File: src/rtl/nrisc_ula_muldiv_seq.sv
// Multi-cycle unsigned multiply/divide sequencer that borrows the combinational ULA
// one bit per clock: shift-add multiply via ULA ADD, restoring divide via ULA SUB.
module nrisc_ula_muldiv_seq #(
  parameter int TAM = 16
) (
  input  logic           clk,
  input  logic           rst,
  input  logic           start,
  input  logic           op,
  input  logic [TAM-1:0] opa,
  input  logic [TAM-1:0] opb,
  output logic           busy,
  output logic           done,
  output logic [TAM-1:0] res_hi,
  output logic [TAM-1:0] res_lo,
  output logic           div0,
  output logic [TAM-1:0] ula_a,
  output logic [TAM-1:0] ula_b,
  output logic [3:0]     ula_ctrl,
  output logic           ula_incdec,
  input  logic [TAM-1:0] ula_out
);

  localparam int CW = (TAM > 1) ? $clog2(TAM) : 1;

  typedef enum logic [1:0] {IDLE, RUN, DONE} state_t;

  state_t         state, state_nxt;
  logic           op_r;
  logic [CW-1:0]  cnt;
  logic [TAM-1:0] phi, plo, m;
  logic [TAM-1:0] r, q, d;

  logic           last;
  logic [TAM:0]   trial;
  logic           ge;
  logic [TAM-1:0] mul_s;
  logic           mul_c;
  logic [TAM-1:0] phi_nxt, plo_nxt, r_nxt, q_nxt;

  assign last  = (cnt == CW'(TAM - 1));
  assign trial = {r, q[TAM-1]};
  assign ge    = trial[TAM] | (trial[TAM-1:0] >= d);
  // ULA_flags[0] is not a real carry, so the carry comes from the wrap-around compare
  assign mul_s   = plo[0] ? ula_out : phi;
  assign mul_c   = plo[0] & (ula_out < phi);
  assign phi_nxt = {mul_c, mul_s[TAM-1:1]};
  assign plo_nxt = {mul_s[0], plo[TAM-1:1]};
  assign r_nxt   = ge ? ula_out : trial[TAM-1:0];
  assign q_nxt   = {q[TAM-2:0], ge};

  always_ff @(posedge clk) begin
    if (rst) state <= IDLE;
    else     state <= state_nxt;
  end

  always_comb begin
    state_nxt = state;
    case (state)
      IDLE: if (start) state_nxt = (op && opb == '0) ? DONE : RUN;
      RUN:  if (last)  state_nxt = DONE;
      DONE: state_nxt = IDLE;
      default: state_nxt = IDLE;
    endcase
  end

  always_comb begin
    busy       = (state == RUN);
    done       = (state == DONE);
    ula_a      = '0;
    ula_b      = '0;
    ula_ctrl   = 4'b0000;
    ula_incdec = 1'b0;
    if (state == RUN) begin
      if (op_r) begin
        ula_a    = trial[TAM-1:0];
        ula_b    = d;
        ula_ctrl = 4'b0001;
      end else begin
        ula_a    = phi;
        ula_b    = m;
      end
    end
  end

  // Operand capture, per-step datapath update and result latch on the final step
  always_ff @(posedge clk) begin
    if (rst) begin
      op_r   <= 1'b0;
      cnt    <= '0;
      phi    <= '0;
      plo    <= '0;
      m      <= '0;
      r      <= '0;
      q      <= '0;
      d      <= '0;
      res_hi <= '0;
      res_lo <= '0;
      div0   <= 1'b0;
    end else if (state == IDLE && start) begin
      op_r <= op;
      if (op && opb == '0) begin
        div0   <= 1'b1;
        res_lo <= '1;
        res_hi <= opa;
      end else begin
        cnt  <= '0;
        div0 <= 1'b0;
        if (op) begin
          d <= opb;
          r <= '0;
          q <= opa;
        end else begin
          m   <= opa;
          phi <= '0;
          plo <= opb;
        end
      end
    end else if (state == RUN) begin
      cnt <= cnt + 1'b1;
      if (op_r) begin
        r <= r_nxt;
        q <= q_nxt;
      end else begin
        phi <= phi_nxt;
        plo <= plo_nxt;
      end
      if (last) begin
        res_hi <= op_r ? r_nxt : phi_nxt;
        res_lo <= op_r ? q_nxt : plo_nxt;
      end
    end
  end

endmodule

File: config.mk
export PLATFORM = sky130hd
export DESIGN_NAME = nrisc_ula_muldiv_seq
export DESIGN_NICKNAME = d
export VERILOG_FILES = /design/src/rtl/nrisc_ula_muldiv_seq.sv
export SDC_FILE = /design/constraint.sdc
export NUM_CORES = 1
export LEC_CHECK = 0
export ABC_AREA = 1
export CORE_MARGIN = 2
export CORE_UTILIZATION = 54
export DETAILED_ROUTE_END_ITERATION = 12
export HOLD_SLACK_MARGIN = 0.02
export PLACE_DENSITY = 0.81
export SLEW_MARGIN = 20
export SYNTH_ARGS = -nofsm -noshare
export SYNTH_HDL_FRONTEND = slang
export SYNTH_SLANG_ARGS = --single-unit
File: constraint.sdc
create_clock -name clk -period 2.2 [get_ports clk]
set_input_delay 0.55 -clock clk [delete_from_list [all_inputs] [get_ports clk]]
set_output_delay 0.55 -clock clk [all_outputs]
set_load 0.02 [all_outputs]
==> results of run 1 <==
-- Yosys cell counts, drive strengths merged --
library cell  number
nand2            221
a21oi            187
dfxtp            136
o21ai            134
inv              119
nand3             64
nor2              62
clkbuf            37
buf               33
ha                32
o22ai             16
nand4              5
a211oi             4
a31oi              1
clkinv             1
conb               1
nor4               1
o21a               1
o21bai             1
or2                1
xnor2              1
xor2               1
-- power by group --
part           internal [W]  leakage [nW]  total, W  switching (W)
clock network       0.00184         0.293   0.00293        0.00109
registers           0.00257          1.11   0.00266      0.0000874
logic              0.000550          2.55   0.00143       0.000883
total               0.00496          3.95   0.00702        0.00206
-- metal layers --
metal  part of all wire, %  vias up  GRT usage, %
met4                   3.3        0          13.1
li1                      -     3781             -
met1                    43     3503          46.1
met3                   9.8       55          8.98
met5                     0        -             0
met2                    44      411          50.8
-- area by class of cell --
type                    instances  area share, %
clock buffers                  21           4.86
clock inverters                11           1.55
inverters                     120           4.77
multi-input cells             736           39.3
flip-flops and latches        136           28.8
well taps                     176           2.33
repair buffers                187           18.5
-- path summary, 6_finish.rpt --
check	start	end	slack, ns
worst min register to register	m[13]	m[13]	0.46
worst max-delay path	state[0]	ula_a[12]	0.03
worst min-delay path	m[13]	m[13]	0.46
worst max register to register	d[11]	res_hi[15]	0.12
-- layout by cell type, fill, tap and decap left out, types with 2 or more instances in the layout --
cell type and instances:
nor2_4 3, nand3_2 4, ha_1 32, buf_2 23, o21ai_1 28, nand3_1 60, a211oi_1 3, nor2_1 55
clkbuf_1 2, nand4_1 5, clkinv_2 4, o22ai_1 16, clkinvlp_4 2, inv_1 107, dfxtp_1 135, clkbuf_8 2
nor2_2 3, clkdlybuf4s50_1 84, inv_2 12, bufinv_16 3, buf_12 15, clkinv_4 2, a21oi_1 185, nand2_1 217
clkbuf_16 17, o21ai_0 106, nand2_2 3, buf_4 63, conb_1 4
-- timing repair --
item / 4_1_cts / 5_1_grt
pin swaps: 0 / 1
gates resized for setup: 118 / 38
setup endpoints to repair: 34 / 33
hold buffers: 0 / 0
gates cloned: 0 / 0
-- worst reg2reg max path, cell delays in order, from the launching register on --
cell	delay, ns
dfxtp_1	0.31
inv_1	0.08
ha_1	0.30
a21oi_1	0.15
o21ai_0	0.15
a21oi_4	0.24
buf_4	0.23
nand3_1	0.14
nand3_1	0.16
nand3_1	0.11
nand2_1	0.08
inv_1	0.04
-- cells by family after synthesis --
group,after synthesis
other,1
adders and majority gates,32
buffers and inverters,190
DFF,136
and+or+nand+nor,354
AOI/OAI and AO/OA,344
xor gates and xnor gates,2
-- sequential cells by signal (all words and copies together), names as in the netlist, 4 cells and up --
register  cells
d            16
m            16
cnt           4
plo          16
res_hi       16
res_lo       16
r            16
phi          16
q            16
-- per-stage QoR --
stage               hold WS [ns]  setup TNS [ns]  util, %  area [µm²]  cells
finish                     0.458               0     72.1        9470   1387
global route               0.482        -0.00256     72.1        9470   1387
CTS                        0.459         -0.0475     72.6        9540   1387
detailed placement         0.452          -15.14     68.4        8990   1355
global placement           0.446          -12.36     68.4        8990   1355
floorplan                  0.436               0        -        7230   1062
==> out/metrics.yaml, run 1 <==
logic_synthesis:
  synthTopCellsByArea: "dfxtp_1 38%, a21oi_1 13%, nand2_1 11%"
  synth_top_family_by_area: "compound AO/OA/AOI/OAI gates"
  synthMuxAreaShare_pct: 0
  syn_inst: 1059
  yosys.area_share.simple_pct: 20.8
  netlist_area_um2: 7220
  synthAdderAreaFrac_pct: 5.55
  yosysWarnings: 0
  yosys.area.top_type: "dfxtp_1"
  netlist-cell-type-count: 35
  ys_ff_latch: 136
  synth-xor-area-share_pct: 0.243
  synth-compound-area-share_pct: 24.6
  ys_seq_area_share_pct: 37.7
  avgSynthCellArea_um2: 6.82
  yosys.area.top_type_share_pct: 37.7
critical_path:
  worst-path-stages: 6
  worstSetupPathType: "flip-flop to output port"
  cp-start-kind: "flip-flop"
  crit_buf_inv: 3
  worstPathMaxFanout: 36
  arrival_ns: 1.62
  cp_slowest_stage_delay_ns: 0.34
  worst_path_max_delay_cell: "dfxtp_1"
  crit_required_ns: 1.65
  path_delay_family: "buffers and inverters"
  rr_worst_depth: 11
  crit_chain: "inv_2 -> nor2_4 -> buf_12 -> o21ai_0 -> a21oi_1 -> buf_4"
  worst_setup_path_end_kind: "output port"
clock_network:
  clock_latency_ns: 0.42
  clockBufferDepth: 2
  htree_levels: 4
  clk_pin_slew_ns: 0.06
  numClockSinks: 136
  cts_tree: "yes"
  cts_root_buf: "clkbuf_16"
  numCtsBuffers: 17
  cts_setup_buffers: 0
drt:
  post_drt_wl_per_cell_um: 17.5
  dr_total_vias: 7750
  first_pass_iters: 6
  route.antenna.remaining_nets: 0
  drt_wl_total_mm: 24.2
  routed_via_density: 5.59
  drt_iter0_markers: 1034
  drcViolationCount: 0
pwr:
  total_power_w: 0.00702
  p_leak_nw: 3.95
  p_per_area_nw_per_um2: 741
  irDropWorstVdd_v: 0.000528
placement:
  gp_congestion: 0.970
  pre_cts_ws_ns: -0.218
  hpwlAfterDp_mm: 18.2
  port_buffers: 119
sta:
  setup_violations: 0
  finalMaxSlewViolations: 0
  period_share_pct: 98.8
  fmax_mhz: 460
  fin_worst_skew_ns: 0.00564
  grt_setup_unrepaired: "yes"
  hold_viol: 0
  period_needed_ns: 2.17
  final.setup.worst_slack_ns: 0.0259
cells_and_area:
  num_antenna_cells: 0
  final_nets: 1282
  multi_input_area_um2: 3720
  seq_area_um2: 2720
  fill_cells: 1074
  syn_to_final_growth_pct: 31.2
  drive_gt1_share_pct: 13.6
die:
  placementRows: 42
  io_pins: 124
  core_um2: 13100
  initial_core_util_pct: 54.9
  die-area_um2: 14300
  fp.dieW_um: 120
  dieHeight_um: 120
global_routing:
  grt_overflow: 0
  antenna_found_initial: 0
  grt_max_degree: 72
  grt_pass1_wl_mm: 37.2
  grt_pass1_vias: 6960
  grt_usage_pct: 33.7
status:
  status: "finished clean"
min_path:
  hp-class: "flip-flop to flip-flop"
  whs_path_depth: 2
job:
  cap_violations: 0
(Power assumes the default switching activity.)
==> inputs of run 2 (changes only) <==
==> constraint.sdc (replaced) <==
create_clock -name clk -period 2.05 [get_ports clk]
set_input_delay 0.5125 -clock clk [delete_from_list [all_inputs] [get_ports clk]]
set_output_delay 0.5125 -clock clk [all_outputs]
set_load 0.02 [all_outputs]
==> run 2 against run 1 <==
  * The flow now finishes with violations (negative setup slack)
  * Sequential power rose by 7%
  * Combinational power up 25%
  * Utilization increased by 5.0 points
  * Total power increased by 10%
  * Clock power up 5%
  * Critical path depth increased by 1
  * Sequential share of layout area fell by 1.8 points
  * Clock skew up 0.0060 ns
  * Sequential cell count unchanged
  * Hold slack better by 0.0066 ns
  * Die area unchanged
  * First-iteration DRC count up 19%
  * Largest cell class unchanged
==> out/metrics.yaml, run 2 (synthesis results as in run 1) <==
critical_path:
  cp_slowest_stage_delay_ns: 0.33  # about the same
  cp-start-kind: "flip-flop"
  reg2reg_slack_ns: 0.05  # -0.07 ns
  crit_required_ns: 1.54  # -0.11 ns
  r2r-start: "state[0]"
  path_common_cell: "buf_12"
  worst_path_max_delay_cell: "dfxtp_2"
  crit_buf_inv: 4  # +1
  arrival_ns: 1.66  # +0.04 ns
  path_delay_family: "buffers and inverters"
  worstPathMaxFanout: 15  # -58%
  worstSetupPathType: "flip-flop to output port"
  crit_chain: "inv_2 -> nor2_4 -> buf_12 -> buf_12 -> o21ai_0 -> a21oi_1 -> buf_4"
  worst_setup_path_end_kind: "output port"
  r2r-end: "res_hi[4]"
  rr_worst_depth: 13  # +2
drt:
  drt_iter0_markers: 1234  # +19%
  drt_wl_total_mm: 26.4  # +8.7%
  drcViolationCount: 0  # unchanged
  post_drt_wl_per_cell_um: 18.5  # +6.0%
  first_pass_iters: 6  # unchanged
  routed_via_density: 5.78  # +3.4%
  dr_total_vias: 8224  # +6.1%
  route.antenna.remaining_nets: 0  # unchanged
min_path:
  min_from: "m[11]"
  hp-class: "flip-flop to flip-flop"
  whs_path_depth: 2  # unchanged
  whs_endpoint: "m[11]"
cells_and_area:
  num_antenna_cells: 0  # unchanged
  fill_cells: 977  # -9.0%
  final_cell_mix: "212 x nand2_1, 164 x a21oi_1, 133 x dfxtp_1"
  design_area_um2: 10100  # +6.9%
  drive_gt1_share_pct: 20.1  # +6.5 points
  mostFrequentLayoutCell: "nand2_1"
  syn_to_final_growth_pct: 40.2
  final_nets: 1319  # +2.9%
clock_network:
  clock_latency_ns: 0.43  # about the same
  cts_hold_buf: 0  # unchanged
  htree_levels: 4  # unchanged
  clk_pin_slew_ns: 0.06  # about the same
  cts_root_buf: "clkbuf_16"
  numClockSinks: 136  # unchanged
  clockBufferDepth: 2  # unchanged
  numCtsBuffers: 17  # unchanged
  cts_tree: "yes"
sta:
  hold_viol: 0  # unchanged
  setup_violations: 32  # +32
  fin_worst_skew_ns: 0.0116  # +0.00599 ns
  finalMaxSlewViolations: 0  # unchanged
  period_needed_ns: 2.18
  period_share_pct: 106
  fmax_mhz: 460
  final.setup.worst_slack_ns: -0.126  # -0.152 ns
  grt_setup_unrepaired: "yes"
die:
  placementRows: 42  # unchanged
  initial_core_util_pct: 54.9  # unchanged
  fp.dieW_um: 120  # unchanged
  die-area_um2: 14300  # unchanged
  dieHeight_um: 120  # unchanged
  core_um2: 13100  # unchanged
  io_pins: 124  # unchanged
global_routing:
  grt_pass1_vias: 7391  # +6.2%
  grt_max_degree: 72  # unchanged
  grt_usage_pct: 35.4  # +1.7 points
  grt_pass1_wl_mm: 39.0  # +4.9%
  antenna_found_initial: 0  # unchanged
  grt_overflow: 0  # unchanged
status:
  violations: "negative setup slack"
  status: "finished, violations left"
pwr:
  p_leak_nw: 4.18  # +5.7%
  irDropWorstVdd_v: 0.000745  # +41%
  p_per_area_nw_per_um2: 763  # +2.9%
  total_power_w: 0.00772  # +10%
placement:
  dpl_cell_area_um2: 9210  # +2.4%
  gp_congestion: 1.01  # +4.5%
  hpwlAfterDp_mm: 18.5  # +1.8%
  port_buffers: 119  # unchanged
job:
  cap_violations: 0  # unchanged
## run 2: cell count changes in the layout (fill, tap and decap cells not counted), moves of 14 or more
cell,before,now
o21ai_0,106,89
buf_4,63,112
nand3_2,4,20
o21ai_1,28,42
a21oi_1,185,164
buf_2,23,1
a21oi_2,1,22
nand3_1,60,43
## run 2: area by class of cell
type                       count  area, µm²  share of cell area [%]
clock buffer                  20        437                    4.31
clock inverter                11        149                    1.47
inverter                     120        458                    4.52
multi-input combinational    736       3940                    38.9
sequential                   136       2730                    26.9
tap                          176        220                    2.18
timing repair buffer         224       2190                    21.7
## run 2: worst register-to-register path, cell delays in order, from the launching register on
cell	delay (ns)
dfxtp_2	0.33
inv_2	0.05
buf_4	0.13
buf_4	0.12
buf_4	0.13
nand3_4	0.12
buf_12	0.15
nand2_2	0.09
buf_4	0.15
nand2_4	0.08
clkinv_2	0.09
buf_12	0.16
o21ai_0	0.23
a21oi_2	0.06
## run 2: timing repair
action	CTS	global route
gates cloned	2	1
pin swaps	0	2
gates resized for setup	189	75
endpoints found under the setup margin	35	70
setup buffers	4	3
## run 2: report_power, final
part	switching (W)	internal, W
clock network	0.00118	0.00191
registers	0.0000868	0.00276
logic	0.00107	0.000721
## run 2: per-layer routing
layer / vias to the layer above / routed length, µm / global-route usage (%) / part of all wire [%]
met4: 0 / 973 / 13.5 / 3.7
met3: 77 / 2980 / 10.6 / 11
li1: 3863 / - / - / -
met1: 3741 / 10800 / 47.7 / 41
met2: 543 / 11600 / 53.6 / 44
met5: - / 0 / 0 / 0
## run 2: worst max path at each step
| stage | start | endpoint | slack, ns | cells past startpoint |
|---|---|---|---|---|
| final | state[0] | ula_b[13] | -0.13 | 7 |
| after global routing | state[0] | ula_b[12] | -0.19 | 7 |
| after CTS | state[0] | ula_b[12] | -0.10 | 7 |
| after detailed placement | opb[14] | res_lo[10] | -0.28 | 11 |
| after global placement | opb[12] | res_lo[14] | -0.20 | 11 |
| after floorplan | state[0] | ula_a[10] | 0.14 | 5 |
## run 2: through the flow
stage | setup WS (ns) | TNS [ns] | util [%] | hold WS [ns] | std cells
2_1_floorplan | 0.142 | 0 | - | 0.436 | 1062
5_1_grt | -0.190 | -4.79 | 77.0 | 0.491 | 1423
3_3_place_gp | -0.204 | -17.10 | 70.1 | 0.444 | 1382
6_report | -0.126 | -2.42 | 77.0 | 0.465 | 1423
4_1_cts | -0.100 | -2.12 | 74.8 | 0.465 | 1419
3_5_place_dp | -0.285 | -21.89 | 70.1 | 0.453 | 1382
